## config.mk

```make
export PLATFORM = sky130hd
export DESIGN_NAME = regfile_mp
export DESIGN_NICKNAME = d
export VERILOG_FILES = /design/src/rtl/regfile_pkg.sv /design/src/rtl/regfile_mp_scoreboard.sv /design/src/rtl/regfile_mp.sv
export SDC_FILE = /design/constraint.sdc
export NUM_CORES = 2
export LEC_CHECK = 0
export CAP_MARGIN = 20
export CORE_ASPECT_RATIO = 1.2
export CORE_MARGIN = 8
export CORE_UTILIZATION = 44
export CTS_BUF_LIST = sky130_fd_sc_hd__clkbuf_2 sky130_fd_sc_hd__clkbuf_4 sky130_fd_sc_hd__clkbuf_8
export DETAILED_ROUTE_END_ITERATION = 8
export GPL_ROUTABILITY_DRIVEN = 0
export PLACE_DENSITY_LB_ADDON = 0.15
export SLEW_MARGIN = 15
export SYNTH_ARGS = -nofsm -noshare
export SYNTH_HDL_FRONTEND = slang
export SYNTH_SLANG_ARGS = --single-unit
export TNS_END_PERCENT = 30
```

## constraint.sdc

```tcl
create_clock -name clk -period 52.4 [get_ports clk]
set_input_delay 7.86 -clock clk [delete_from_list [all_inputs] [get_ports clk]]
set_output_delay 7.86 -clock clk [all_outputs]
set_load 0.01 [all_outputs]
```

## src/rtl/regfile_pkg.sv

```systemverilog
// Shared constants and helpers for the multi-port register file.
package regfile_pkg;

    localparam int RF_DW    = 32;
    localparam int RF_AW    = 5;
    localparam int RF_NRD   = 2;
    localparam int ZERO_IDX = 0;

    // Ceiling log2, used to size counters that must hold the value n-1.
    function automatic int clog2(input int n);
        int r;
        r = 0;
        while ((1 << r) < n) r++;
        return r;
    endfunction

endpackage

```

## src/rtl/regfile_mp_scoreboard.sv

```systemverilog
// Per-register busy scoreboard with a live busy counter and read-port lookup.
module rf_scoreboard
    import regfile_pkg::*;
#(
    parameter int AW  = RF_AW,
    parameter int NRD = RF_NRD,
    localparam int DEPTH = 1 << AW,
    localparam int CW    = clog2(DEPTH + 1)
) (
    input  logic              clk,
    input  logic              rst_n,
    input  logic              clr0,
    input  logic [AW-1:0]     clr_addr0,
    input  logic              clr1,
    input  logic [AW-1:0]     clr_addr1,
    input  logic              set,
    input  logic [AW-1:0]     set_addr,
    input  logic [NRD*AW-1:0] raddr,
    input  logic [NRD-1:0]    fwd,
    output logic [NRD-1:0]    rbusy,
    output logic [CW-1:0]     busy_cnt
);

    logic [DEPTH-1:0] busy;
    logic [DEPTH-1:0] busy_nxt;
    logic [CW-1:0]    n_set;
    logic [CW-1:0]    n_clr;
    logic [CW-1:0]    cnt_nxt;

    // Next busy vector: writes clear, issue sets, and set overrides clear.
    always_comb begin
        busy_nxt = busy;
        for (int j = 0; j < DEPTH; j++) begin
            if (clr0 && clr_addr0 == AW'(j)) busy_nxt[j] = 1'b0;
            if (clr1 && clr_addr1 == AW'(j)) busy_nxt[j] = 1'b0;
            if (set && set_addr == AW'(j))   busy_nxt[j] = 1'b1;
        end
    end

    // Counter update from actual per-bit transitions, so a dual clear of one
    // address or a set/clear race on one address is counted correctly.
    always_comb begin
        n_set = '0;
        n_clr = '0;
        for (int j = 0; j < DEPTH; j++) begin
            if (busy_nxt[j] && !busy[j]) n_set = n_set + CW'(1);
            if (!busy_nxt[j] && busy[j]) n_clr = n_clr + CW'(1);
        end
        cnt_nxt = busy_cnt + n_set - n_clr;
    end

    // Busy state and counter registers.
    always_ff @(posedge clk or negedge rst_n) begin
        if (!rst_n) begin
            busy     <= '0;
            busy_cnt <= '0;
        end else begin
            busy     <= busy_nxt;
            busy_cnt <= cnt_nxt;
        end
    end

    // Read-port busy lookup; a forwarded write hides the pending hazard.
    always_comb begin
        rbusy = '0;
        for (int i = 0; i < NRD; i++) begin
            rbusy[i] = busy[raddr[i*AW +: AW]] && !fwd[i];
        end
    end

endmodule

```

## src/rtl/regfile_mp.sv

```systemverilog
// Multi-port register file: NRD combinational reads, two synchronous writes
// (port 1 wins collisions), optional bypass, zero register and busy scoreboard.
module regfile_mp
    import regfile_pkg::*;
#(
    parameter int DW       = RF_DW,
    parameter int AW       = RF_AW,
    parameter int NRD      = RF_NRD,
    parameter int BYPASS   = 1,
    parameter int ZERO_REG = 1
) (
    input  logic              clk,
    input  logic              rst_n,
    input  logic [NRD*AW-1:0] raddr,
    output logic [NRD*DW-1:0] rdata,
    output logic [NRD-1:0]    rbusy,
    input  logic              we0,
    input  logic [AW-1:0]     waddr0,
    input  logic [DW-1:0]     wdata0,
    input  logic              we1,
    input  logic [AW-1:0]     waddr1,
    input  logic [DW-1:0]     wdata1,
    input  logic              issue_valid,
    input  logic [AW-1:0]     issue_addr,
    output logic [AW:0]       busy_cnt
);

    localparam int DEPTH = 1 << AW;
    localparam logic ZERO_EN = (ZERO_REG != 0);
    localparam logic BYP_EN  = (BYPASS != 0);

    logic [DW-1:0]  mem [DEPTH];
    logic           we0_eff;
    logic           we1_eff;
    logic           issue_eff;
    logic [NRD-1:0] fwd;

    // Writes and issues are qualified by reset (so nothing forwards while in
    // reset) and dropped when they target the hard-wired zero register.
    assign we0_eff   = we0 && rst_n && !(ZERO_EN && waddr0 == AW'(ZERO_IDX));
    assign we1_eff   = we1 && rst_n && !(ZERO_EN && waddr1 == AW'(ZERO_IDX));
    assign issue_eff = issue_valid && rst_n && !(ZERO_EN && issue_addr == AW'(ZERO_IDX));

    // Storage; port 1 is written last so it wins a same-address collision.
    always_ff @(posedge clk or negedge rst_n) begin
        if (!rst_n) begin
            for (int j = 0; j < DEPTH; j++) mem[j] <= '0;
        end else begin
            if (we0_eff) mem[waddr0] <= wdata0;
            if (we1_eff) mem[waddr1] <= wdata1;
        end
    end

    for (genvar i = 0; i < NRD; i++) begin : g_rd
        logic [AW-1:0] ra;
        logic          hit0;
        logic          hit1;
        logic [DW-1:0] rd;

        assign ra     = raddr[i*AW +: AW];
        assign hit0   = BYP_EN && we0_eff && waddr0 == ra;
        assign hit1   = BYP_EN && we1_eff && waddr1 == ra;
        assign fwd[i] = hit0 || hit1;

        // Read mux: storage, overridden by forwarded write data (port 1 first).
        always_comb begin
            rd = mem[ra];
            if (hit1)      rd = wdata1;
            else if (hit0) rd = wdata0;
            if (ZERO_EN && ra == AW'(ZERO_IDX)) rd = '0;
        end

        assign rdata[i*DW +: DW] = rd;
    end

    rf_scoreboard #(
        .AW  (AW),
        .NRD (NRD)
    ) u_scoreboard (
        .clk       (clk),
        .rst_n     (rst_n),
        .clr0      (we0_eff),
        .clr_addr0 (waddr0),
        .clr1      (we1_eff),
        .clr_addr1 (waddr1),
        .set       (issue_eff),
        .set_addr  (issue_addr),
        .raddr     (raddr),
        .fwd       (fwd),
        .rbusy     (rbusy),
        .busy_cnt  (busy_cnt)
    );

endmodule

```

==> metrics.csv <==
metric;value;unit
status;completed;
hold_path.class;flop to flop;
setup_viol;0;
drt_first_iter_violations;7885;
nNetsFinal;7195;
synth_top_cell_area_share;0.360;
clkPwrFrac;0.290;
totalWireLength;307000;um
cts_tree;done;
fmax;34.0;MHz
r2r-start;u_scoreboard.busy[1]$_DFF_PN0_;
ant_nets;0;
synth_common_cells;nand2_1 (1090), dfrtp_1 (1062), mux2i_1 (939), mux4_2 (641), clkbuf_1 (639);
rsz0062_at_grt;no;
peakVddDrop;0.0291;mV
drv_cap;0;
grt_use_total;0.332;
end_kind;flop;
initial_core_util;0.443;
synth_seq_area_share;0.360;
hpwl;175000;um
yosysTopAreaCell;dfrtp_1;
synth_xor_area_frac;0.0237;
r2r_setup_slack;31790;ps
grt_pass1_wl;443000;um
p_leak;33.0;nW
powerDensity;36.0;mW/mm2
worstHoldStart;mem[995]$_DFF_PN0_;
die-area;0.181;mm2
vias;61900;
grt_overflow_total;0;
yosysWarnings;0;
worst_hold_slack;394;ps
drv_slew;0;
cts_hold_buf;0;
crit_fanout;42;
tightest_slew;1250;ps
cts_setup_buffers;0;
root_buffer;clkbuf_8;
io_pins;166;
required;53300;ps
synth.most_common_cell;nand2_1;
critPathLaunchType;primary input;
yosys-top-cells-area;dfrtp_1 (36%), mux4_2 (20%), mux2i_1 (13%), nand2_1 (5.5%), o21ai_0 (4.3%);
fp-row-count;164;
antenna_found_initial;11;
cpMaxStageDelayCell;nand2_4;
hold_viol_final;0;
fin_crit_sh;0.562;
drc;0;
finalCriticalPeriod;29430;ps
ys_seq_elements;1062;
cts.sinks;1062;
p_sw;0.966;mW
grt_pass1_vias;60300;
clkLatencyLatePin;980;ps
worstHoldPathCells;0;
synth_mux_area_frac;0.324;
reg2reg_depth;106;
cpMostUsedCell;ha_1;
r2r-end;u_scoreboard.busy_cnt[5]$_DFF_PN0_;
clock_skew;21.0;ps
synthCells;7318;
slew_headroom;0.166;
critPathLaunch;waddr0[3];
async_flop_share;1.00;
die_w;390;um
cts_resized;0;
synth_top_family_by_area;multiplexers;
cts_made_buffers;184;
grt_start_max_net_pins;162;
h-tree-depth;4;
first_pass_iters;6;
power.internal;1.95;mW
synthFlopType;dfrtp_1;
core_area;0.167;mm2
vias_per_cell;6.57;
p_seq_frac;0.399;
clk_pin_slew_worst_paths;60;ps
area_growth;10.0;%
synth-compound-area-share;0.116;
routedWlPerCell;32.6;um
cp_slowest_stage_delay;700;ps
yosys.area_share.simple;0.114;
port_buffers;165;
drive_gt1_frac;0.187;
die_y;465;um
pwr-share-comb;0.311;
synth-edff-count;0;
cp_data_arrival_time;30330;ps
syn-cell-area;0.0738;mm2
holdPathEnd;mem[995]$_DFF_PN0_;
clockBufferDepth;3;
synthAdderAreaFrac;0.0131;
swShare;0.331;
setup_tns;0;ps
yosysUniqueCellTypes;109;
critPathKind;primary input to flop;
avgSynthCellArea;10.1;um2
-- worst max path at each step --
stage                     slack (ps)                                 end  cells past startpoint
final                          22970  u_scoreboard.busy_cnt[5]$_DFF_PN0_                    109
after global routing           21510  u_scoreboard.busy_cnt[5]$_DFF_PN0_                    104
after CTS                      23600  u_scoreboard.busy_cnt[5]$_DFF_PN0_                    109
after detailed placement       22550  u_scoreboard.busy_cnt[5]$_DFF_PN0_                    109
after global placement         23010  u_scoreboard.busy_cnt[5]$_DFF_PN0_                    109
after floorplan                26520  u_scoreboard.busy_cnt[5]$_DFF_PN0_                    111
-- stage by stage --
| stage | power (mW) | instance area (um2) | util | instances | setup WS (ps) |
|---|---|---|---|---|---|
| 3_5_place_dp | 2.07 | 77100 | 0.463 | 9079 | 22550 |
| 2_1_floorplan | 1.79 | 73800 | - | 7325 | 26520 |
| 5_1_grt | 3.07 | 81200 | 0.487 | 9417 | 21510 |
| 4_1_cts | 2.92 | 81100 | 0.487 | 9409 | 23600 |
| 3_3_place_gp | 2.04 | 77100 | 0.463 | 9078 | 23010 |
| 6_report | 2.92 | 81200 | 0.487 | 9423 | 22970 |
-- flip-flops by register name, summed over array words and instances (netlist names) --
name and flops:
u_scoreboard.busy 32, mem 1024, u_scoreboard.busy_cnt 6
-- layout by cell type, fill, tap and decap left out, types with 154 or more instances in the layout --
cell type,synthesis,final
a21oi_1,451,451
buf_4,13,196
clkbuf_8,0,242
clkdlybuf4s50_1,0,154
dfrtp_1,1062,1062
mux2i_1,939,939
mux4_2,641,641
nand2_1,1090,1069
nor2_1,584,550
o21ai_0,633,633
-- cells by family after synthesis --
| logic type | after synthesis |
|---|---|
| adder cells (fa/ha/maj) | 74 |
| buffers and inverters | 938 |
| AO/OA/AOI/OAI | 1503 |
| AND/OR/NAND/NOR | 1989 |
| flip-flops | 1062 |
| other | 2 |
| XOR/XNOR | 164 |
| multiplexers | 1586 |
-- layout make-up --
type                       count  area, um2
sequential                  1062      26600
clock inverter                20        181
timing repair buffer         371       3370
inverter                      83        312
clock buffer                 310       3840
tap                         2241       2800
fill                       15400      85400
antenna                       11       27.5
multi-input combinational   5325      44100
-- power by group through the flow --
stage | combinational, mW | sequential [mW] | clock (mW)
6_report | 0.907 | 1.17 | 0.848
3_3_place_gp | 0.881 | 1.16 | 0
4_1_cts | 0.902 | 1.16 | 0.858
3_5_place_dp | 0.900 | 1.17 | 0
5_1_grt | 0.987 | 1.19 | 0.892
2_1_floorplan | 0.666 | 1.12 | 0
-- metal layers --
| layer | part of all wire | vias to the layer above | track usage |
|---|---|---|---|
| met5 | 0.00016 | - | 0 |
| met4 | 0.063 | 8 | 0.180 |
| met3 | 0.11 | 958 | 0.0911 |
| met2 | 0.45 | 3913 | 0.502 |
| met1 | 0.38 | 31000 | 0.434 |
| li1 | - | 26000 | - |
-- worst max-delay path, delay by kind of cell --
kind | cells | cell delay, ps
compound gates | 34 | 6720
xor+xnor | 13 | 2310
fa+ha+maj | 18 | 5390
buf+inv | 9 | 1400
mux | 1 | 250
simple gates | 34 | 6330
No activity file was read; power rests on OpenSTA's default activity.
